[src/rtl/uart_reg_master.sv]
// -----------------------------------------------------------------------------
// uart_reg_master
//   Bus-side initiator for the UART register port. Bytes that the host offers
//   are buffered in a TX FIFO and written one at a time to the peripheral,
//   honouring per_wait. Each new received byte (a rising edge on per_r_ready)
//   triggers a single read strobe, and the byte is pushed into an RX FIFO.
//
// Ports
//   clk, rst          system clock; synchronous active-high reset
//   tx_valid/ready    host -> TX FIFO handshake, tx_data is the byte
//   rx_valid/ready    RX FIFO -> host handshake, rx_data is the head byte
//   per_we, per_di    registered write strobe and data to the peripheral
//   per_re, per_do    registered read strobe and returned data ([7:0] used)
//   per_wait          peripheral is busy transmitting the current byte
//   per_r_ready       peripheral holds a received byte (new byte on 0->1)
//   busy              FSM is not idle
//   err_timeout       sticky write-timeout flag, cleared only by rst
//   ovf_cnt           saturating count of received bytes dropped on full RX
// -----------------------------------------------------------------------------

// Synchronous FIFO with an extra wrap bit on each pointer so that full and
// empty can be told apart without a separate occupancy counter.
//   push/push_data   write one entry (caller guarantees !full)
//   pop/pop_data     pop_data is the head; pop advances it (caller: !empty)
//   full, empty      occupancy flags derived from the pointers
module uart_reg_master_fifo #(
    parameter int DEPTH = 8,
    parameter int WIDTH = 8
) (
    input  logic             clk,
    input  logic             rst,
    input  logic             push,
    input  logic [WIDTH-1:0] push_data,
    input  logic             pop,
    output logic [WIDTH-1:0] pop_data,
    output logic             full,
    output logic             empty
);
    localparam int AW = $clog2(DEPTH);

    logic [AW:0]      wr_ptr_q, wr_ptr_d;
    logic [AW:0]      rd_ptr_q, rd_ptr_d;
    logic [WIDTH-1:0] mem_q [DEPTH];

    always_comb begin
        wr_ptr_d = wr_ptr_q;
        rd_ptr_d = rd_ptr_q;
        if (push) wr_ptr_d = wr_ptr_q + {{AW{1'b0}}, 1'b1};
        if (pop)  rd_ptr_d = rd_ptr_q + {{AW{1'b0}}, 1'b1};
    end

    always_ff @(posedge clk) begin
        if (rst) begin
            wr_ptr_q <= '0;
            rd_ptr_q <= '0;
        end else begin
            wr_ptr_q <= wr_ptr_d;
            rd_ptr_q <= rd_ptr_d;
        end
    end

    // NOTE: storage has no reset; the pointers alone define which entries are
    // valid, so clearing the array would only cost reset fan-out.
    always_ff @(posedge clk) begin
        if (push) mem_q[wr_ptr_q[AW-1:0]] <= push_data;
    end

    assign pop_data = mem_q[rd_ptr_q[AW-1:0]];
    assign empty    = (wr_ptr_q == rd_ptr_q);
    assign full     = (wr_ptr_q[AW] != rd_ptr_q[AW]) &&
                      (wr_ptr_q[AW-1:0] == rd_ptr_q[AW-1:0]);
endmodule

module uart_reg_master #(
    parameter int FIFO_DEPTH   = 8,
    parameter int WAIT_TIMEOUT = 64
) (
    input  logic        clk,
    input  logic        rst,
    input  logic        tx_valid,
    output logic        tx_ready,
    input  logic [7:0]  tx_data,
    output logic        rx_valid,
    input  logic        rx_ready,
    output logic [7:0]  rx_data,
    output logic        per_we,
    output logic        per_re,
    output logic [31:0] per_di,
    input  logic [31:0] per_do,
    input  logic        per_wait,
    input  logic        per_r_ready,
    output logic        busy,
    output logic        err_timeout,
    output logic [7:0]  ovf_cnt
);
    typedef enum logic [1:0] {
        S_IDLE,
        S_RD,
        S_WR_REQ,
        S_WR_BUSY
    } state_e;

    localparam int TW = $clog2(WAIT_TIMEOUT + 1);
    localparam logic [TW-1:0] WAIT_LAST = TW'(WAIT_TIMEOUT - 1);

    state_e        state_q, state_d;
    logic [7:0]    byte_q, byte_d;
    logic [TW-1:0] wait_cnt_q, wait_cnt_d;
    logic          rx_pending_q, rx_pending_d;
    logic          r_hist_q;
    logic          per_we_q, per_we_d;
    logic          per_re_q, per_re_d;
    logic [31:0]   per_di_q, per_di_d;
    logic          err_q, err_d;
    logic [7:0]    ovf_q, ovf_d;

    logic       tx_push, tx_pop, tx_full, tx_empty;
    logic [7:0] tx_head;
    logic       rx_push, rx_pop, rx_full, rx_empty;
    logic       rx_edge;

    assign tx_ready = !tx_full;
    assign tx_push  = tx_valid && tx_ready;
    assign rx_valid = !rx_empty;
    assign rx_pop   = rx_valid && rx_ready;
    // The read completes at the end of the RD cycle; a full RX FIFO drops it.
    assign rx_push  = (state_q == S_RD) && !rx_full;
    assign rx_edge  = per_r_ready && !r_hist_q;

    uart_reg_master_fifo #(.DEPTH(FIFO_DEPTH), .WIDTH(8)) u_tx_fifo (
        .clk       (clk),
        .rst       (rst),
        .push      (tx_push),
        .push_data (tx_data),
        .pop       (tx_pop),
        .pop_data  (tx_head),
        .full      (tx_full),
        .empty     (tx_empty)
    );

    uart_reg_master_fifo #(.DEPTH(FIFO_DEPTH), .WIDTH(8)) u_rx_fifo (
        .clk       (clk),
        .rst       (rst),
        .push      (rx_push),
        .push_data (per_do[7:0]),
        .pop       (rx_pop),
        .pop_data  (rx_data),
        .full      (rx_full),
        .empty     (rx_empty)
    );

    always_comb begin
        // NOTE: every signal assigned below gets a default first, so no path
        // through the case leaves it unassigned and no latch is inferred.
        state_d    = state_q;
        byte_d     = byte_q;
        wait_cnt_d = wait_cnt_q;
        err_d      = err_q;
        ovf_d      = ovf_q;
        tx_pop     = 1'b0;

        // Set wins over clear so an edge landing during RD is not lost;
        // edges arriving while a read is already pending merge into it.
        rx_pending_d = rx_pending_q;
        if (state_q == S_RD) rx_pending_d = 1'b0;
        if (rx_edge)         rx_pending_d = 1'b1;

        unique case (state_q)
            S_IDLE: begin
                if (rx_pending_q) begin
                    state_d = S_RD;
                end else if (!tx_empty) begin
                    state_d    = S_WR_REQ;
                    tx_pop     = 1'b1;
                    byte_d     = tx_head;
                    wait_cnt_d = '0;
                end
            end
            S_RD: begin
                state_d = S_IDLE;
                if (rx_full && (ovf_q != 8'hFF)) ovf_d = ovf_q + 8'd1;
            end
            S_WR_REQ: begin
                if (per_wait) begin
                    state_d = S_WR_BUSY;
                end else if (wait_cnt_q == WAIT_LAST) begin
                    err_d   = 1'b1;
                    state_d = S_IDLE;
                end else begin
                    wait_cnt_d = wait_cnt_q + {{(TW-1){1'b0}}, 1'b1};
                end
            end
            S_WR_BUSY: begin
                if (!per_wait) state_d = S_IDLE;
            end
            default: state_d = S_IDLE;
        endcase

        // Strobes are registered from the next state so they line up with
        // the state they belong to and can never overlap.
        per_we_d = (state_d == S_WR_REQ) || (state_d == S_WR_BUSY);
        per_re_d = (state_d == S_RD);
        per_di_d = per_we_d ? {24'h0, byte_d} : 32'h0;
    end

    // NOTE: sequential state uses non-blocking assignments so every flop
    // samples its _d value from before the edge, independent of order.
    always_ff @(posedge clk) begin
        if (rst) begin
            state_q      <= S_IDLE;
            byte_q       <= 8'h00;
            wait_cnt_q   <= '0;
            rx_pending_q <= 1'b0;
            r_hist_q     <= 1'b1;  // no false edge if per_r_ready is high at reset exit
            per_we_q     <= 1'b0;
            per_re_q     <= 1'b0;
            per_di_q     <= 32'h0;
            err_q        <= 1'b0;
            ovf_q        <= 8'h00;
        end else begin
            state_q      <= state_d;
            byte_q       <= byte_d;
            wait_cnt_q   <= wait_cnt_d;
            rx_pending_q <= rx_pending_d;
            r_hist_q     <= per_r_ready;
            per_we_q     <= per_we_d;
            per_re_q     <= per_re_d;
            per_di_q     <= per_di_d;
            err_q        <= err_d;
            ovf_q        <= ovf_d;
        end
    end

    assign per_we      = per_we_q;
    assign per_re      = per_re_q;
    assign per_di      = per_di_q;
    assign busy        = (state_q != S_IDLE);
    assign err_timeout = err_q;
    assign ovf_cnt     = ovf_q;
endmodule

[config.mk]
export PLATFORM = sky130hd
export DESIGN_NAME = uart_reg_master
export DESIGN_NICKNAME = d
export VERILOG_FILES = /design/src/rtl/uart_reg_master.sv
export SDC_FILE = /design/constraint.sdc
export NUM_CORES = 1
export LEC_CHECK = 0
export CAP_MARGIN = 20
export CORE_MARGIN = 4
export CORE_UTILIZATION = 38
export CTS_CLUSTER_DIAMETER = 150
export CTS_CLUSTER_SIZE = 30
export DETAILED_ROUTE_END_ITERATION = 6
export PLACE_DENSITY = 0.64
export SLEW_MARGIN = 20
export SYNTH_ARGS = -nofsm -noshare
export SYNTH_HDL_FRONTEND = slang
export SYNTH_HIERARCHICAL = 1
export SYNTH_SLANG_ARGS = --single-unit
[constraint.sdc]
create_clock -name clk -period 2.1 [get_ports clk]
set_input_delay 0.42 -clock clk [delete_from_list [all_inputs] [get_ports clk]]
set_output_delay 0.42 -clock clk [all_outputs]
set_load 0.02 [all_outputs]
==> summary.txt <==
Status
  • Status: finished, violations left
  • Failing checks: negative setup slack

Finish
  • Final instance area: just over 9000 sq um
  • Fin nets: 623
  • Share of layout cells above drive strength 1: a little under a quarter
  • P&R area growth vs syn: 19.99%
  • Multi-input gate area: about 2300 sq um
  • Filler cells: around 1,700
  • Register area: a little over 5000 sq um
  • Antenna cells: 0

Clocking
  • Clock-pin slew on the worst setup and hold paths: around 70 ps
  • CTS Buf Count: 17
  • TritonCTS clock tree: built
  • TritonCTS Sinks: 187
  • H-tree levels: 4
  • Clk buf depth: 2
  • Clock Latency Late Sink: between 400 and 500 ps
  • Post-CTS Hold Buffers: 0
  • CTS root buffer: clkbuf_16
  • Setup bufs post-CTS: 0

Worst setup path
  • R2R Setup Slk: between 200 and 250 ps
  • Worst r2r dst: ovf_cnt[7]$_SDFFE_PP0P_
  • Worst setup SP type: flop
  • CP Max Fanout: 7
  • CP arrival: ~1900 ps
  • Max incr delay on CP: ~510 ps
  • CP Class: flop to output pin
  • Slowest-stage cell, CP: mux4_2
  • Start of the worst register-to-register path: u_rx_fifo/wr_ptr_q[1]$_SDFFE_PP0P_
  • Worst reg-to-reg path cell count: 7
  • CP endpoint: rx_data[3]
  • Capturing element type of the critical path: output pin
  • Worst path required time: about 1700 ps
  • Crit-path cells: buf_8, mux4_2, mux2_4, buf_6

Placement
  • GPL Wtd Cong: roughly 0.73
  • Buffers on Ports: 51
  • DP Wirelength: about 9000 um
  • Post-DP Area: approximately 8500 sq um

Global route
  • Initial antenna violation count: 0
  • First-pass GRT wire length: between 20,000 and 25,000 um
  • Aggregate global routing overflow: 0
  • GRT Util Overall: 12.27%
  • Number of global-route vias before repair: between 4,000 and 5,000
  • Largest net degree at the start of global routing: 47

Logic synthesis
  • Count of state elements after synthesis: ~190
  • Cell variety after synth: 47
  • Syn avg cell area: ~16 sq um
  • Yosys warns: 6
  • Post-synthesis instance total: 490
  • Cell Area, Synth: 7597 sq um
  • Register area share after synthesis: between 60% and 70%

Die
  • I/O pins: 100
  • Initial core utilization: approximately two fifths
  • Row count: 51
  • DIE WIDTH: 149.4 um
  • Die height: around 150 um
  • Die area: 22,320 sq um
  • Core Box Area: 19,590 sq um

Routing
  • Routed len/inst: between 15 and 20 um
  • Pre-antenna DRT Iters: 4
  • Via density: 4.716
  • Residual DRC: 0
  • DRT iter0 DRCs: about 220
  • Total Wirelength: roughly 13,000 um
  • Total number of vias: 3,999
  • Routed Antenna Nets: 0

Power and ir drop
  • Leak Pwr: 3.131 nW
  • Pwr dens: 1002 nW/um^2
  • Max VDD drop: between 600 and 700 uV
  • Final Total Pwr: slightly above 0.009 W

Timing
  • Hold_ws: roughly 460 ps
  • Final period util: 109.7%
  • Fin. Hold Viols: 0
  • Number of setup violations in the final report: 8
  • Fmax: roughly 430 MHz
  • Clock Skew: 14.15 ps
  • Max Transition Viols Final: 0
  • Setup ws final: -204.3 ps
  • RSZ-0062 raised after global routing: true
  • Total negative slack: -1474 ps
  • Tmin final: 2304 ps

Hold path
  • Hold crit path type: flop to flop

Run
  • Max Cap Viol: 0
[area by class of cell]
cell class | count | share of cell area (%)
clock buffers | 17 | 4.666
clock inverters | 14 | 1.743
inverters | 4 | 0.2196
multi-input cells | 276 | 25.17
flip-flops and latches | 187 | 55.30
well taps | 265 | 3.637
repair buffers | 85 | 9.264
[cells by family after synthesis]
kind of cell               after synthesis  synth area share (%)
AOI/OAI and AO/OA                       39                 3.096
xor gates and xnor gates                21                 2.421
adders and majority gates                6                0.9881
buffers and inverters                   50                 4.578
DFF                                    187                 66.14
muxes                                   54                 14.13
other                                    1               0.04936
and+or+nand+nor                        132                 8.596
[cells in the mapped netlist, drive strengths merged]
cell | n | area share, %
edfxtp | 128 | 51
dfxtp | 59 | 16
nor2 | 43 | 2.1
buf | 34 | 3.7
mux4 | 32 | 11
nand2 | 29 | 1.4
a21oi | 23 | 1.5
mux2 | 16 | 2.4
nor2b | 14 | 1.2
clkbuf | 12 | 0.59
xnor2 | 12 | 1.4
o21ai | 9 | 0.64
xor2 | 9 | 1.0
nand2b | 8 | 0.66
nand3 | 7 | 0.46
ha | 6 | 0.99
mux2i | 6 | 0.79
nand4 | 5 | 0.41
nor3 | 5 | 0.33
and2 | 4 | 0.33
or3 | 4 | 0.33
inv | 3 | 0.15
or4 | 3 | 0.35
nor3b | 2 | 0.20
o31ai | 2 | 0.20
or2 | 2 | 0.16
a221oi | 1 | 0.20
a22oi | 1 | 0.16
a32o | 1 | 0.15
and3 | 1 | 0.082
and3b | 1 | 0.12
and4b | 1 | 0.13
clkinv | 1 | 0.12
conb | 1 | 0.049
nand3b | 1 | 0.099
nand4b | 1 | 0.12
o21a | 1 | 0.099
o21ba | 1 | 0.13
or3b | 1 | 0.12
[timing repair]
action,CTS,global route
pin swaps,0,1
resized for setup,81,9
gates cloned,1,0
endpoints found under the setup margin,11,11
[registers in the layout, summed over array words and instances, names as in the netlist, 2 cells and up, named ones only]
register            count
byte_q                  8
ovf_cnt                 8
per_di                  8
state_q                 2
u_rx_fifo/mem_q        64
u_rx_fifo/rd_ptr_q      4
u_rx_fifo/wr_ptr_q      4
u_tx_fifo/mem_q        64
u_tx_fifo/rd_ptr_q      4
u_tx_fifo/wr_ptr_q      4
wait_cnt_q              7
[metrics by stage]
| step | instances | utilization [%] | setup slack [ps] |
|---|---|---|---|
| 2_1_floorplan | 513 | - | 22.61 |
| 3_3_place_gp | 816 | 43.47 | -213.7 |
| 3_5_place_dp | 816 | 43.47 | -238.1 |
| 4_1_cts | 848 | 46.46 | -235.5 |
| 5_1_grt | 848 | 46.54 | -267.6 |
| 6_report | 848 | 46.54 | -204.3 |
[routing by layer]
metal	GRT usage (%)	wire, um	part of all wire (%)	vias up
met5	0	0	0	-
met4	3.021	110	0.82	0
met3	3.555	500	3.7	5
met2	22.96	7418	55	59
met1	13.67	5396	40	1988
li1	-	-	-	1947
[worst min-delay path by stage]
stage,from,endpoint,cells after the start
after global routing,byte_q[5]$_SDFF_PP0_,byte_q[5]$_SDFF_PP0_,2
after detailed placement,byte_q[0]$_SDFF_PP0_,byte_q[0]$_SDFF_PP0_,2
after floorplan,byte_q[0]$_SDFF_PP0_,byte_q[0]$_SDFF_PP0_,2
final,byte_q[0]$_SDFF_PP0_,byte_q[0]$_SDFF_PP0_,2
after CTS,byte_q[0]$_SDFF_PP0_,byte_q[0]$_SDFF_PP0_,2
after global placement,byte_q[0]$_SDFF_PP0_,byte_q[0]$_SDFF_PP0_,2
[critical path, delay by kind of cell (launching register included)]
kind                   cells  cell delay [ps]
buffers and inverters      2              280
DFF                        1              380
muxes                      2              790
[power by group]
part	switching (W)	total [W]	leakage (nW)	internal, W
clock	0.00145	0.00314	0.280	0.00168
combinational	0.000852	0.00171	1.21	0.000854
sequential	0.000136	0.00429	1.64	0.00415
[layout by cell type, fill, tap and decap left out, types with 15 or more instances in the layout]
| master | n |
|---|---|
| nand2_1 | 29 |
| nor2_1 | 42 |
| mux4_1 | 15 |
| mux4_2 | 17 |
| clkbuf_16 | 17 |
| clkdlybuf4s50_1 | 40 |
| a21oi_1 | 23 |
| buf_4 | 27 |
| conb_1 | 24 |
| dfxtp_1 | 48 |
| edfxtp_1 | 128 |
Power figures use the tool's default switching activity.
